===== config.mk =====
export PLATFORM = sky130hd
export DESIGN_NAME = mem_arbiter
export DESIGN_NICKNAME = d
export VERILOG_FILES = /design/src/rtl/mem_arbiter.sv
export SDC_FILE = /design/constraint.sdc
export NUM_CORES = 1
export LEC_CHECK = 0
export ABC_AREA = 1
export CORE_MARGIN = 2
export CORE_UTILIZATION = 43
export CTS_BUF_LIST = sky130_fd_sc_hd__clkbuf_4
export DETAILED_ROUTE_END_ITERATION = 7
export PLACE_DENSITY_LB_ADDON = 0.05
export SLEW_MARGIN = 20
export SYNTH_ARGS = -nofsm -noshare
export SYNTH_HDL_FRONTEND = slang
export SYNTH_SLANG_ARGS = --single-unit

===== constraint.sdc =====
create_clock -name clk -period 2 [get_ports clk]
set_clock_uncertainty 0.15 [all_clocks]
set_input_delay 0.5 -clock clk [delete_from_list [all_inputs] [get_ports clk]]
set_output_delay 0.5 -clock clk [all_outputs]
set_load 0.01 [all_outputs]

===== src/rtl/mem_arbiter.sv =====
// mem_arbiter: arbitrates I-cache fills, D-cache fills and D write-throughs
// onto a single memory port. Fills are 8 half-word reads of a 16-byte block.
module mem_arbiter (
    input  logic        clk,
    input  logic        rst,
    input  logic        i_req,
    input  logic [15:0] i_addr,
    input  logic        d_req,
    input  logic [15:0] d_addr,
    input  logic        d_wr,
    input  logic [15:0] d_wdata,
    input  logic [15:0] mem_rdata,
    input  logic        mem_valid,
    output logic [15:0] mem_addr,
    output logic        mem_en,
    output logic        mem_wr,
    output logic [15:0] mem_wdata,
    output logic        fill_wen,
    output logic [2:0]  fill_idx,
    output logic [15:0] fill_data,
    output logic        fill_sel_d,
    output logic        i_done,
    output logic        d_done,
    output logic        busy
);

    localparam int unsigned AW = 16;
    localparam int unsigned DW = 16;
    localparam int unsigned BW = 12;
    localparam int unsigned CW = 3;
    localparam logic [CW-1:0] LAST_WORD = CW'(7);

    typedef enum logic [1:0] {
        IDLE  = 2'd0,
        FILL  = 2'd1,
        WRITE = 2'd2
    } state_t;

    state_t        state;
    logic [BW-1:0] blk;
    logic          sel_d;
    logic [AW-1:0] wr_addr;
    logic [DW-1:0] wr_data;
    logic [CW-1:0] iss_cnt;
    logic          iss_done;
    logic [CW-1:0] rcv_cnt;

    // Byte offset of an I-miss address is irrelevant: fills are whole blocks.
    logic unused_i_lsbs;
    assign unused_i_lsbs = ^i_addr[3:0];

    // Arbitration, request latching and fill/write sequencing.
    always_ff @(posedge clk) begin
        if (rst) begin
            state    <= IDLE;
            blk      <= '0;
            sel_d    <= 1'b0;
            wr_addr  <= '0;
            wr_data  <= '0;
            iss_cnt  <= '0;
            iss_done <= 1'b0;
            rcv_cnt  <= '0;
        end else begin
            case (state)
                IDLE: begin
                    iss_cnt  <= '0;
                    iss_done <= 1'b0;
                    rcv_cnt  <= '0;
                    if (d_wr) begin
                        state   <= WRITE;
                        sel_d   <= 1'b1;
                        wr_addr <= d_addr;
                        wr_data <= d_wdata;
                    end else if (d_req) begin
                        state <= FILL;
                        sel_d <= 1'b1;
                        blk   <= d_addr[15:4];
                    end else if (i_req) begin
                        state <= FILL;
                        sel_d <= 1'b0;
                        blk   <= i_addr[15:4];
                    end
                end
                FILL: begin
                    // Issue side stops at word 7 via a flag so the counter never wraps.
                    if (!iss_done) begin
                        if (iss_cnt == LAST_WORD) begin
                            iss_done <= 1'b1;
                        end else begin
                            iss_cnt <= iss_cnt + CW'(1);
                        end
                    end
                    // Completion is counted purely on returned words, not on latency.
                    if (mem_valid) begin
                        if (rcv_cnt == LAST_WORD) begin
                            state <= IDLE;
                        end else begin
                            rcv_cnt <= rcv_cnt + CW'(1);
                        end
                    end
                end
                WRITE: begin
                    state <= IDLE;
                end
                default: begin
                    state <= IDLE;
                end
            endcase
        end
    end

    // Output decode; fill port and done pulses follow mem_valid in the same cycle.
    always_comb begin
        mem_addr   = '0;
        mem_en     = 1'b0;
        mem_wr     = 1'b0;
        mem_wdata  = '0;
        fill_wen   = 1'b0;
        fill_idx   = '0;
        fill_data  = '0;
        fill_sel_d = 1'b0;
        i_done     = 1'b0;
        d_done     = 1'b0;
        busy       = (state != IDLE);
        case (state)
            FILL: begin
                fill_sel_d = sel_d;
                if (!iss_done) begin
                    mem_en   = 1'b1;
                    mem_addr = {blk, iss_cnt, 1'b0};
                end
                if (mem_valid) begin
                    fill_wen  = 1'b1;
                    fill_idx  = rcv_cnt;
                    fill_data = mem_rdata;
                    if (rcv_cnt == LAST_WORD) begin
                        d_done = sel_d;
                        i_done = !sel_d;
                    end
                end
            end
            WRITE: begin
                mem_en    = 1'b1;
                mem_wr    = 1'b1;
                mem_addr  = wr_addr;
                mem_wdata = wr_data;
                d_done    = 1'b1;
            end
            default: begin
            end
        endcase
    end

endmodule


==> out/qor.csv <==
metric;value;unit
status;finished, violations left;
violations;setup timing;
ff2ff_setup_slack;0.17;ns
grt-ovfl-total;0;
r2r-start;state[1];
final_core_util;76.62;%
pre_cts_slack;-0.5725;ns
cp_max_fo;6;
ff2ff_path_depth;11;
ir_worst_vdd;0.3909;mV
syn_nets;515;
hold_path.class;reg2reg;
clk_pin_slew;0.16;ns
seq_area;1087;µm²
relSlewSlack;73.53;%
die_y;83.90;µm
root_buffer;clkbuf_4;
grt_pass1_wl;13.83;mm
dieWidth;83.90;µm
clock_latency;0.37;ns
drc;0;
critical_path_class;reg2out;
gp_congestion;0.8501;
multi_input_area;1718;µm²
rows;29;
power.total;2.563;mW
grt_max_degree;47;
routed_wl;9.109;mm
maxCapViolCount;0;
via_count;3300;
fmax;0.4414;GHz
rsz0062_at_grt;yes;
syn_area;2745;µm²
critPathLaunchType;flip-flop;
core_area;6277;µm²
synth.distinct_cells;21;
ys_seq_elements;54;
min_period;2.266;ns
timing.setup.tns;-11.85;ns
powerDensity;532.9;nW/µm²
antennaDiodeCount;0;
final_cells;666;
yosys_warnings;0;
fin_ws;-0.2655;ns
crit_arrival;1.62;ns
syn2layout_area_growth;75.20;%
avgRoutedWirePerCell;13.68;µm
fin_nets;665;
fillers;479;
h-tree-depth;2;
setup_viol;57;
die_area;7039;µm²
grt_pass1_vias;3071;
io_buffers;123;
hold_viol;0;
drtIter0Drc;140;
p_leak;2.275;nW
final_layout_size_suffix_gt1_share;31.92;%
cp_data_required_time;1.35;ns
dp_cells;647;
cts_tree;yes;
hpwl;5.632;mm
avgViaCountPerCell;4.955;
final_antenna_net_count;0;
clock-sinks;54;
endpoint;fill_idx[2];
r2r_end;rcv_cnt[2];
antenna_found_initial;0;
cp-end-kind;primary output;
track_usage;23.57;%
timing.final.max_slew_violations;0;
tightest_slew;0.3939;ns
cts_buffer_depth;2;
io_pins;128;
initial_core_util;43.73;%
cts_buffers;5;
netlist_instances;438;
min_from;wr_addr[4];
finalCritPeriodShare;113.3;%
critPathLaunch;state[1];
synth_area_per_cell;6.267;µm²
dr.pass1.iters;4;
ys_seq_area_share;39.38;%
[worst max-delay path, stage by stage, from the launching register on]
cell	delay, ns
dfxtp_2	0.37
inv_4	0.07
ha_4	0.14
buf_6	0.14
nand2_8	0.10
clkbuf_16	0.19
nor2_1	0.09
buf_2	0.14
[repair_timing]
action,CTS,global route
resized for setup,296,92
endpoints found under the setup margin,58,58
hold buffers,0,0
gates cloned,2,1
buffers inserted,7,2
pin swaps,11,9
[per-layer routing]
layer	global-route usage (%)	share of wire, %	vias to the layer above
li1	-	-	1660
met1	28.75	41	1519
met2	42.98	52	104
met3	3.660	5.0	17
met4	6.158	2.2	0
met5	0	0	-
[cell type report]
class,count,share of cell area [%]
clock buffers,6,0.9365
clock inverters,2,0.2862
inverters,51,4.318
multi-input cells,308,35.72
flip-flops and latches,54,22.61
well taps,77,2.003
repair buffers,168,34.13
[cells in the final DEF, fill, tap and decap left out, types with 3 or more instances in the layout]
master / instances
buf_6: 38
inv_4: 4
buf_12: 6
clkbuf_4: 6
inv_2: 9
o21ai_1: 8
nand2_2: 11
a21oi_2: 11
ha_1: 3
o21ai_0: 40
dfxtp_1: 51
clkdlybuf4s50_1: 64
buf_2: 29
a21oi_1: 9
inv_1: 36
nor2_2: 5
buf_4: 23
nand2_4: 3
nor2_1: 94
nor2_4: 16
a21oi_4: 5
nand2_1: 76
nand3_1: 16
ha_4: 4
[metrics by stage]
stage               hold WS, ns  cell area (µm²)
floorplan                0.3049             2745
global placement         0.3111             4269
detailed placement       0.3216             4269
CTS                      0.3466             4389
global route             0.3647             4810
finish                   0.3499             4810
[worst min path at each step]
| stage | slack (ns) | end | cells after the start |
|---|---|---|---|
| after floorplan | 0.30 | wr_addr[0] | 2 |
| after global placement | 0.31 | wr_addr[12] | 2 |
| after detailed placement | 0.32 | wr_data[4] | 2 |
| after CTS | 0.35 | iss_cnt[1] | 2 |
| after global routing | 0.36 | wr_data[13] | 2 |
| final | 0.35 | wr_addr[4] | 2 |
[flip-flops by register name, summed over array words and instances, names as in the netlist]
signal / cells
iss_done: 1
state: 2
rcv_cnt: 3
iss_cnt: 3
sel_d: 1
wr_addr: 16
blk: 12
wr_data: 16
[power breakdown]
group	internal [mW]	switching, mW
combinational	0.409	0.420
sequential	1.18	0.0627
clock	0.153	0.342
[cells in the mapped netlist, drive strengths merged]
| cell | n | share of area (%) |
|---|---|---|
| ha | 7 | 3.2 |
| nand3 | 17 | 3.1 |
| a31oi | 1 | 0.23 |
| inv | 49 | 6.7 |
| nor3 | 2 | 0.36 |
| a21oi | 25 | 4.6 |
| buf | 14 | 2.9 |
| nand4 | 2 | 0.46 |
| clkinv | 2 | 0.32 |
| o21ai | 48 | 8.8 |
| clkbuf | 11 | 1.5 |
| nor2 | 115 | 16 |
| dfxtp | 54 | 39 |
| nand2 | 91 | 12 |
[cells by family (layout without fill, tap and decap cells)]
| logic type | count (synthesis) | count (layout) | synth area share, % |
|---|---|---|---|
| adders and majority gates | 7 | 7 | 3.190 |
| AOI/OAI and AO/OA | 74 | 74 | 13.54 |
| DFF | 54 | 54 | 39.38 |
| and+or+nand+nor | 227 | 227 | 32.45 |
| buffers and inverters | 76 | 227 | 11.44 |
No activity file was read; power rests on OpenSTA's default activity.
